### src/rtl/dcache_controller.sv
// L1 dcache sequencing FSM: hit/miss/dirty status -> write-back, refill and CLFLUSH strobes; saturating perf counters.
// Hits fulfil combinationally in the same cycle; L2 beats advance only on l2_req_fulfilled, with l2_req_valid held meanwhile.
package dcache_pkg;
  typedef enum logic [1:0] {
    LOAD    = 2'd0,
    STORE   = 2'd1,
    CLFLUSH = 2'd2
  } memory_operation_e;
endpackage

module dcache_controller
  import dcache_pkg::*;
#(
  parameter int PERF_CNT_WIDTH = 32
) (
  input  logic                      clk,
  input  logic                      reset,
  input  logic                      pipe_req_valid,
  input  memory_operation_e         pipe_req_type,
  output logic                      pipe_req_fulfilled,
  input  logic                      hit,
  input  logic                      miss,
  input  logic                      valid_dirty_bit,
  input  logic                      clflush_requested,
  input  logic                      counter_done,
  output logic                      flush_mode,
  output logic                      load_mode,
  output logic                      clear_selected_dirty_bit,
  output logic                      clear_selected_valid_bit,
  output logic                      finish_new_line_install,
  output logic                      set_new_l2_block_address,
  output logic                      reset_counter,
  output logic                      decrement_counter,
  output logic                      l2_req_valid,
  output memory_operation_e         l2_req_type,
  input  logic                      l2_req_fulfilled,
  output logic                      busy,
  output logic [PERF_CNT_WIDTH-1:0] perf_hits,
  output logic [PERF_CNT_WIDTH-1:0] perf_misses,
  output logic [PERF_CNT_WIDTH-1:0] perf_writebacks
);

  typedef enum logic [1:0] {
    S_IDLE         = 2'd0,
    S_WRITEBACK    = 2'd1,
    S_REFILL_SETUP = 2'd2,
    S_FETCH        = 2'd3
  } state_e;

  state_e                    state_q, state_d;
  logic                      refilled_q, refilled_d;
  logic [PERF_CNT_WIDTH-1:0] hits_q, hits_d;
  logic [PERF_CNT_WIDTH-1:0] misses_q, misses_d;
  logic [PERF_CNT_WIDTH-1:0] wbs_q, wbs_d;
  logic                      hit_evt, miss_evt, wb_evt;

  always_comb begin
    state_d                  = state_q;
    pipe_req_fulfilled       = 1'b0;
    flush_mode               = 1'b0;
    load_mode                = 1'b0;
    clear_selected_dirty_bit = 1'b0;
    clear_selected_valid_bit = 1'b0;
    finish_new_line_install  = 1'b0;
    set_new_l2_block_address = 1'b0;
    reset_counter            = 1'b0;
    decrement_counter        = 1'b0;
    l2_req_valid             = 1'b0;
    l2_req_type              = LOAD;
    hit_evt                  = 1'b0;
    miss_evt                 = 1'b0;
    wb_evt                   = 1'b0;
    refilled_d               = refilled_q;

    case (state_q)
      S_IDLE: begin
        if (pipe_req_valid) begin
          if (pipe_req_type == CLFLUSH) begin
            if (miss) begin
              pipe_req_fulfilled = 1'b1;
            end else if (hit && !valid_dirty_bit) begin
              // Invalidate now; the re-presented request misses and fulfils next cycle.
              clear_selected_valid_bit = 1'b1;
            end else if (hit) begin
              set_new_l2_block_address = 1'b1;
              reset_counter            = 1'b1;
              state_d                  = S_WRITEBACK;
            end
          end else if (hit) begin
            pipe_req_fulfilled = 1'b1;
            hit_evt            = 1'b1;
          end else if (miss) begin
            set_new_l2_block_address = 1'b1;
            reset_counter            = 1'b1;
            miss_evt                 = 1'b1;
            state_d                  = valid_dirty_bit ? S_WRITEBACK : S_FETCH;
          end
        end
      end
      S_WRITEBACK: begin
        flush_mode   = 1'b1;
        l2_req_valid = 1'b1;
        l2_req_type  = STORE;
        if (l2_req_fulfilled) begin
          if (!counter_done) begin
            decrement_counter = 1'b1;
          end else begin
            clear_selected_dirty_bit = 1'b1;
            wb_evt                   = 1'b1;
            if (clflush_requested) begin
              clear_selected_valid_bit = 1'b1;
              state_d                  = S_IDLE;
            end else begin
              state_d = S_REFILL_SETUP;
            end
          end
        end
      end
      S_REFILL_SETUP: begin
        // Dirty bit is clear now, so the block address picks up the requested tag.
        set_new_l2_block_address = 1'b1;
        reset_counter            = 1'b1;
        state_d                  = S_FETCH;
      end
      S_FETCH: begin
        load_mode    = 1'b1;
        l2_req_valid = 1'b1;
        l2_req_type  = LOAD;
        if (l2_req_fulfilled) begin
          if (!counter_done) begin
            decrement_counter = 1'b1;
          end else begin
            finish_new_line_install = 1'b1;
            refilled_d              = 1'b1;
            state_d                 = S_IDLE;
          end
        end
      end
      default: state_d = S_IDLE;
    endcase

    if (pipe_req_fulfilled) refilled_d = 1'b0;
  end

  // The hit that completes a refilled request was already counted as a miss.
  always_comb begin
    hits_d   = hits_q;
    misses_d = misses_q;
    wbs_d    = wbs_q;
    if (hit_evt && !refilled_q && !(&hits_q)) hits_d = hits_q + PERF_CNT_WIDTH'(1);
    if (miss_evt && !(&misses_q))             misses_d = misses_q + PERF_CNT_WIDTH'(1);
    if (wb_evt && !(&wbs_q))                  wbs_d = wbs_q + PERF_CNT_WIDTH'(1);
  end

  always_ff @(posedge clk) begin
    if (reset) begin
      state_q    <= S_IDLE;
      refilled_q <= 1'b0;
      hits_q     <= '0;
      misses_q   <= '0;
      wbs_q      <= '0;
    end else begin
      state_q    <= state_d;
      refilled_q <= refilled_d;
      hits_q     <= hits_d;
      misses_q   <= misses_d;
      wbs_q      <= wbs_d;
    end
  end

  assign busy            = (state_q != S_IDLE);
  assign perf_hits       = hits_q;
  assign perf_misses     = misses_q;
  assign perf_writebacks = wbs_q;

endmodule

### config.mk
export PLATFORM = sky130hd
export DESIGN_NAME = dcache_controller
export DESIGN_NICKNAME = d
export VERILOG_FILES = /design/src/rtl/dcache_controller.sv
export SDC_FILE = /design/constraint.sdc
export NUM_CORES = 1
export LEC_CHECK = 0
export BUFFER_PORTS_ARGS = -buffer_cell sky130_fd_sc_hd__buf_2
export CAP_MARGIN = 20
export CORE_MARGIN = 3
export CORE_UTILIZATION = 25
export CTS_BUF_LIST = sky130_fd_sc_hd__clkbuf_16
export CTS_CLUSTER_DIAMETER = 30
export CTS_CLUSTER_SIZE = 20
export DETAILED_ROUTE_END_ITERATION = 12
export GPL_TIMING_DRIVEN = 1
export SLEW_MARGIN = 20
export SYNTH_ARGS = -nofsm -noshare
export SYNTH_HDL_FRONTEND = slang
export SYNTH_SLANG_ARGS = --single-unit
### constraint.sdc
create_clock -name clk -period 3.61 [get_ports clk]
set_input_delay 0.1805 -clock clk [delete_from_list [all_inputs] [get_ports clk]]
set_output_delay 0.1805 -clock clk [all_outputs]
set_load 0.005 [all_outputs]
==> results.cfg, run 1 <==
[global_route]
gr-total-overflow = 0
antenna_found_initial = 0
grt_usage_pct = 13.6
grt_pass1_vias = 4842
grt_pass1_wl_mm = 25.4
grt_max_degree = 78

[logic_synthesis]
synth_area_leaders = dfxtp_1 (37%), a21oi_1 (7.5%), o31ai_1 (6.6%)
synth_largest_area_cell = dfxtp_1
yosysWarnings = 0
ys_async_sr_fraction_pct = 0
synth_edf_count = 0
synth_ff_type = dfxtp_1
synth_cell_types = 47
synthDominantCellAreaShare_pct = 37.3
ys_seq_elements = 99
synth_area_um2 = 5310
synth_seq_area_share_pct = 37.3
syn-instance-count = 666
avgSynthCellArea_um2 = 7.97
synth_nets = 680

[sta]
tightest_slew_ps = 862
finalSetupTns_ps = 0
rsz0062_at_grt = no
layout_min_cycle_time_ps = 2830
skew_ps = 8.91
finalHoldViolCount = 0
period_share_pct = 78.5
timing.fmax_ghz = 0.353
max_slew_margin_pct = 42.5
final-setup-viol-count = 0
slew_viol_final = 0

[final_layout]
num-fill-cells = 2246
diodes = 0
final_common_cell = buf_2
multi_input_area_um2 = 3090
finish.net_count = 775
layout_common_cells = buf_2 (117), dfxtp_1 (99), a21oi_1 (80)
seq_area_um2 = 1980
area.growth.synth_to_final_pct = 20.9
final_core_util_pct = 31.2
drive_gt1_share_pct = 21.4
stdcell_count = 1036

[power_and_ir_drop]
switchingPower_mw = 0.496
leakagePower_nw = 2.26
seq_power_share_pct = 51.3
p_sw_share_pct = 23.1
clkPwrFrac_pct = 45.0
peakVddDrop_uv = 179
cellInternalPower_mw = 1.65
power_density_nw_per_um2 = 335
comb_power_share_pct = 3.7

[routing]
routed-via-count = 5457
top_layer = met4
wl_met3_um = 899
drc_errors = 0
wl_met1_mm = 7.28
dr.pass1.iters = 5
post_drt_wl_per_cell_um = 15.1
viasPerCell = 5.27
finalWirelength_mm = 15.6
detail-route-antenna-nets = 0
drt_iter0_drc = 269
wl_met2_mm = 7.24

[floorplanning]
coreArea_um2 = 20600
die_h_um = 152
initial_core_util_pct = 25.8
num_rows = 52
fp.dieW_um = 152
ios = 120
fp.dieArea_um2 = 23000

[place]
gp_congestion = 0.810
io_buffers = 118
hpwl_mm = 11.1
placed_cells = 1020

[critical_path]
r2r-end = perf_misses[29]
r2r_slack_ps = 780
cp.arrival_ps = 3100
cp_max_fo = 12
r2r_start = state_q[0]
worst_setup_path_end_kind = flop
r2r_cells = 5
critical_path_class = reg -> reg
cp-start-kind = flop
critical_path_required_ps = 3880

[run]
maxCapViolCount = 0

[worst_hold_path]
hold_depth = 3
min-delay-start = pipe_req_valid
hold_path.class = in -> reg
hold_path_end = state_q[1]

[clock_tree]
ctsRootBufferMaster = clkbuf_16
clk_latency_ps = 340
cts_resized = 0
cts.sinks = 99
clockBufferDepth = 2
cts_tree = yes
postCtsSetupBuffers = 0
cts_made_buffers = 9
path_clk_slew_ps = 70
h-tree-depth = 3
cts_hold_buf = 0

[status]
status = complete, no violations
## state kept, by name, summed over array words and instances (netlist names)
name / flops
perf_hits: 32
state_q: 2
refilled_q: 1
perf_writebacks: 32
perf_misses: 32
## synthesized netlist by cell type, types with 2 or more instances
cell type and instances:
a211oi_1 3, a21oi_1 80, a31o_2 2, and2_1 4
and3_1 11, and4_1 10, buf_2 2, buf_4 3
clkbuf_1 36, dfxtp_1 99, ha_1 3, inv_1 19
mux2_2 14, mux2i_1 3, nand2_1 53, nand3_1 35
nand3b_1 4, nand4_1 27, nor2_1 41, nor2b_1 13
nor3_1 15, nor4_1 7, nor4b_1 6, o21ai_0 24
o311ai_0 3, o31ai_1 47, o41ai_1 7, or2_2 4
or3_1 24, or4_1 47, or4b_1 2, or4b_2 2
xnor2_1 2
## per-layer routing
| layer | track usage [%] | vias to the layer above |
|---|---|---|
| li1 | - | 2735 |
| met1 | 18.2 | 2579 |
| met2 | 21.7 | 130 |
| met3 | 3.03 | 13 |
| met4 | 4.00 | 0 |
| met5 | 0 | - |
## area by class of cell
type | count | share of cell area (%)
Clock buffer | 9 | 3.51
Clock inverter | 7 | 0.916
Inverter | 19 | 1.11
Multi-Input combinational cell | 506 | 48.2
Sequential cell | 99 | 30.9
Tap cell | 270 | 5.26
Timing Repair Buffer | 126 | 10.2
## worst max path at each step
stage               startpoint         endpoint  slack, ps  cells past startpoint
floorplan           state_q[1]  perf_misses[19]       1100                      6
global placement    state_q[0]  perf_misses[19]        810                      5
CTS                 state_q[0]  perf_misses[29]        780                      5
detailed placement  state_q[0]  perf_misses[29]        810                      5
global route        state_q[0]  perf_misses[17]        640                      5
finish              state_q[0]  perf_misses[29]        780                      5
## stage by stage
stage | cell area [um^2] | power (mW) | hold WS, ps | setup slack (ps)
2_1_floorplan | 5310 | 1.18 | 328 | 1100
3_3_place_gp | 6140 | 1.21 | 465 | 811
3_5_place_dp | 6140 | 1.21 | 484 | 808
4_1_cts | 6420 | 2.19 | 105 | 776
5_1_grt | 6420 | 2.23 | 120 | 635
6_report | 6420 | 2.15 | 120 | 777
## power groups by stage
stage	Clock, mW	Sequential (mW)	Combinational, mW
finish	0.968	1.10	0.0792
global route	1.04	1.10	0.0886
CTS	1.00	1.10	0.0812
detailed placement	0	1.13	0.0812
global placement	0	1.13	0.0803
floorplan	0	1.12	0.0532
## critical path, stage by stage (launching register included)
cell and delay [ps]:
dfxtp_1 390, or3b_4 450, or4b_4 580, or4_1 650, or4_1 520, a21oi_1 150
## cells by family (layout without fill, tap and decap cells)
logic type / count (synthesis) / after routing / synth area share [%]
compound gates: 171 / 171 / 19.6
mux: 17 / 17 / 3.53
fa+ha+maj: 3 / 3 / 0.707
flops: 99 / 99 / 37.3
simple gates: 312 / 312 / 33.9
other cells: 1 / 1 / 0.0706
xor+xnor: 2 / 2 / 0.330
buf+inv: 61 / 161 / 4.57
Note: power is estimated with default switching activity, not from simulation.
==> run 2: changes to the inputs <==
==> constraint.sdc (replaced) <==
create_clock -name clk -period 2.3 [get_ports clk]
set_input_delay 0.115 -clock clk [delete_from_list [all_inputs] [get_ports clk]]
set_output_delay 0.115 -clock clk [all_outputs]
set_load 0.005 [all_outputs]
==> run 2 against run 1 <==
Effect of this change:
- the flow now finishes with violations (negative setup slack)
- combinational power grew 120%
- sequential cell count did not move
- sequential share of layout area is 3.3 points lower
- worst hold slack worse by 40 ps
- critical path depth rose by 2
- via count is 5.5% higher
- register-to-register slack got worse by 960 ps
- fmax is 14% higher
- clock skew up 1.7 ps
- cell area rose by 12%
- die area unchanged
- critical endpoint is now perf_hits[6]
- largest cell class unchanged
==> results.cfg, run 2 (same netlist as run 1, synthesis figures left out) <==
[power_and_ir_drop]
p_total_mw = 3.44
peakVddDrop_uv = 285
power_density_nw_per_um2 = 478
leakagePower_nw = 2.68

[clock_tree]
cts_hold_buf = 0
cts.sinks = 99
path_clk_slew_ps = 70
clockBufferDepth = 2
cts_made_buffers = 9
ctsRootBufferMaster = clkbuf_16
h-tree-depth = 3
cts_tree = yes
clk_latency_ps = 350

[sta]
fin_ws_ps = -183
final-setup-viol-count = 9
layout_min_cycle_time_ps = 2480
tightest_slew_ps = 586
finalSetupTns_ps = -973
skew_ps = 10.6
finalHoldViolCount = 0
timing.fmax_ghz = 0.403
rsz0062_at_grt = yes
max_slew_margin_pct = 60.9
period_share_pct = 108
slew_viol_final = 0

[global_route]
gr-total-overflow = 0
grt_pass1_vias = 5187
antenna_found_initial = 0
grt_pass1_wl_mm = 26.3
grt_usage_pct = 14.0
grt_max_degree = 50

[routing]
detail-route-antenna-nets = 0
dr.pass1.iters = 5
finalWirelength_mm = 16.4
viasPerCell = 5.24
drc_errors = 0
routed-via-count = 5756
post_drt_wl_per_cell_um = 14.9
drt_iter0_drc = 264

[final_layout]
finish.net_count = 838
layout_common_cells = buf_2 (118), dfxtp_1 (97), a21oi_1 (75)
drive_gt1_share_pct = 31.2
final_common_cell = buf_2
diodes = 0
area.growth.synth_to_final_pct = 35.3

[worst_hold_path]
hold_path.class = in -> reg
hold_depth = 4

[place]
io_buffers = 118
hpwl_mm = 11.8
gp_congestion = 0.825

[floorplanning]
num_rows = 52
fp.dieW_um = 152
die_h_um = 152
coreArea_um2 = 20600
fp.dieArea_um2 = 23000
ios = 120
initial_core_util_pct = 25.8

[critical_path]
critical_path_required_ps = 2590
cp.arrival_ps = 2770
r2r_cells = 7
cp_max_fo = 6
cp-start-kind = flop
critical_path_class = reg -> reg
worst_setup_path_end_kind = flop

[status]
status = complete, but fails checks
violations = negative setup slack

[run]
maxCapViolCount = 0
-- run 2: cell count changes in the layout (fill, tap and decap cells not counted), sizes merged --
cell,before,now
buf,126,189
clkinvlp,0,1
inv,22,21
-- run 2: power breakdown --
group / internal, mW / switching [mW] / leakage, nW
clock network: 0.843 / 0.700 / 0.147
registers: 1.72 / 0.00305 / 0.798
logic: 0.0694 / 0.104 / 1.73
-- run 2: per-stage QoR --
| step | std cells | util, % | setup slack, ps | area [um^2] | hold WS, ps |
|---|---|---|---|---|---|
| after floorplan | 666 | - | -169 | 5340 | 255 |
| after global routing | 1099 | 35.0 | -237 | 7190 | 73.9 |
| after detailed placement | 1076 | 32.1 | -177 | 6600 | 445 |
| after global placement | 1076 | 32.1 | -173 | 6600 | 449 |
| after CTS | 1094 | 34.0 | -163 | 6990 | 62.5 |
| final | 1099 | 35.0 | -183 | 7190 | 80.7 |
-- run 2: worst max-delay path: stages (launching register included) --
cell and delay [ps]:
dfxtp_2 320, or3b_4 390, buf_4 170, or4b_4 500
buf_6 160, or3_1 380, or3_1 360, a21oi_2 130
-- run 2: final cells by class --
cell class	count	area, um^2
repair buffers	189	1190
flip-flops and latches	99	1980
clock inverters	7	68.8
fillers	2192	13400
well taps	270	338
inverters	19	71.3
multi-input cells	506	3310
clock buffers	9	225
-- run 2: per-layer routing --
layer  wire length (um)  vias to the layer above  GRT usage (%)  part of all wire (%)
met5                  0                        -              0                     0
met4                189                        0           2.96                   1.2
met3               1220                       13           4.61                   7.5
met2               7740                      147           23.2                    47
met1               7250                     2727           17.8                    44
li1                   -                     2869              -                     -
-- run 2: final timing paths --
path                                     startpoint                  end  slack [ps]
worst min-delay path                valid_dirty_bit           state_q[1]          80
worst min register to register  perf_writebacks[27]  perf_writebacks[27]         500
worst max-delay path                     state_q[0]         perf_hits[6]        -180
worst max register to register           state_q[0]         perf_hits[6]        -180
-- run 2: repair_timing --
action / 4_1_cts / 5_1_grt
resized for setup: 15 / 32
pin swaps: 4 / 17
buffers inserted: 2 / 4
gates cloned: 0 / 1
endpoints found under the setup margin: 24 / 44
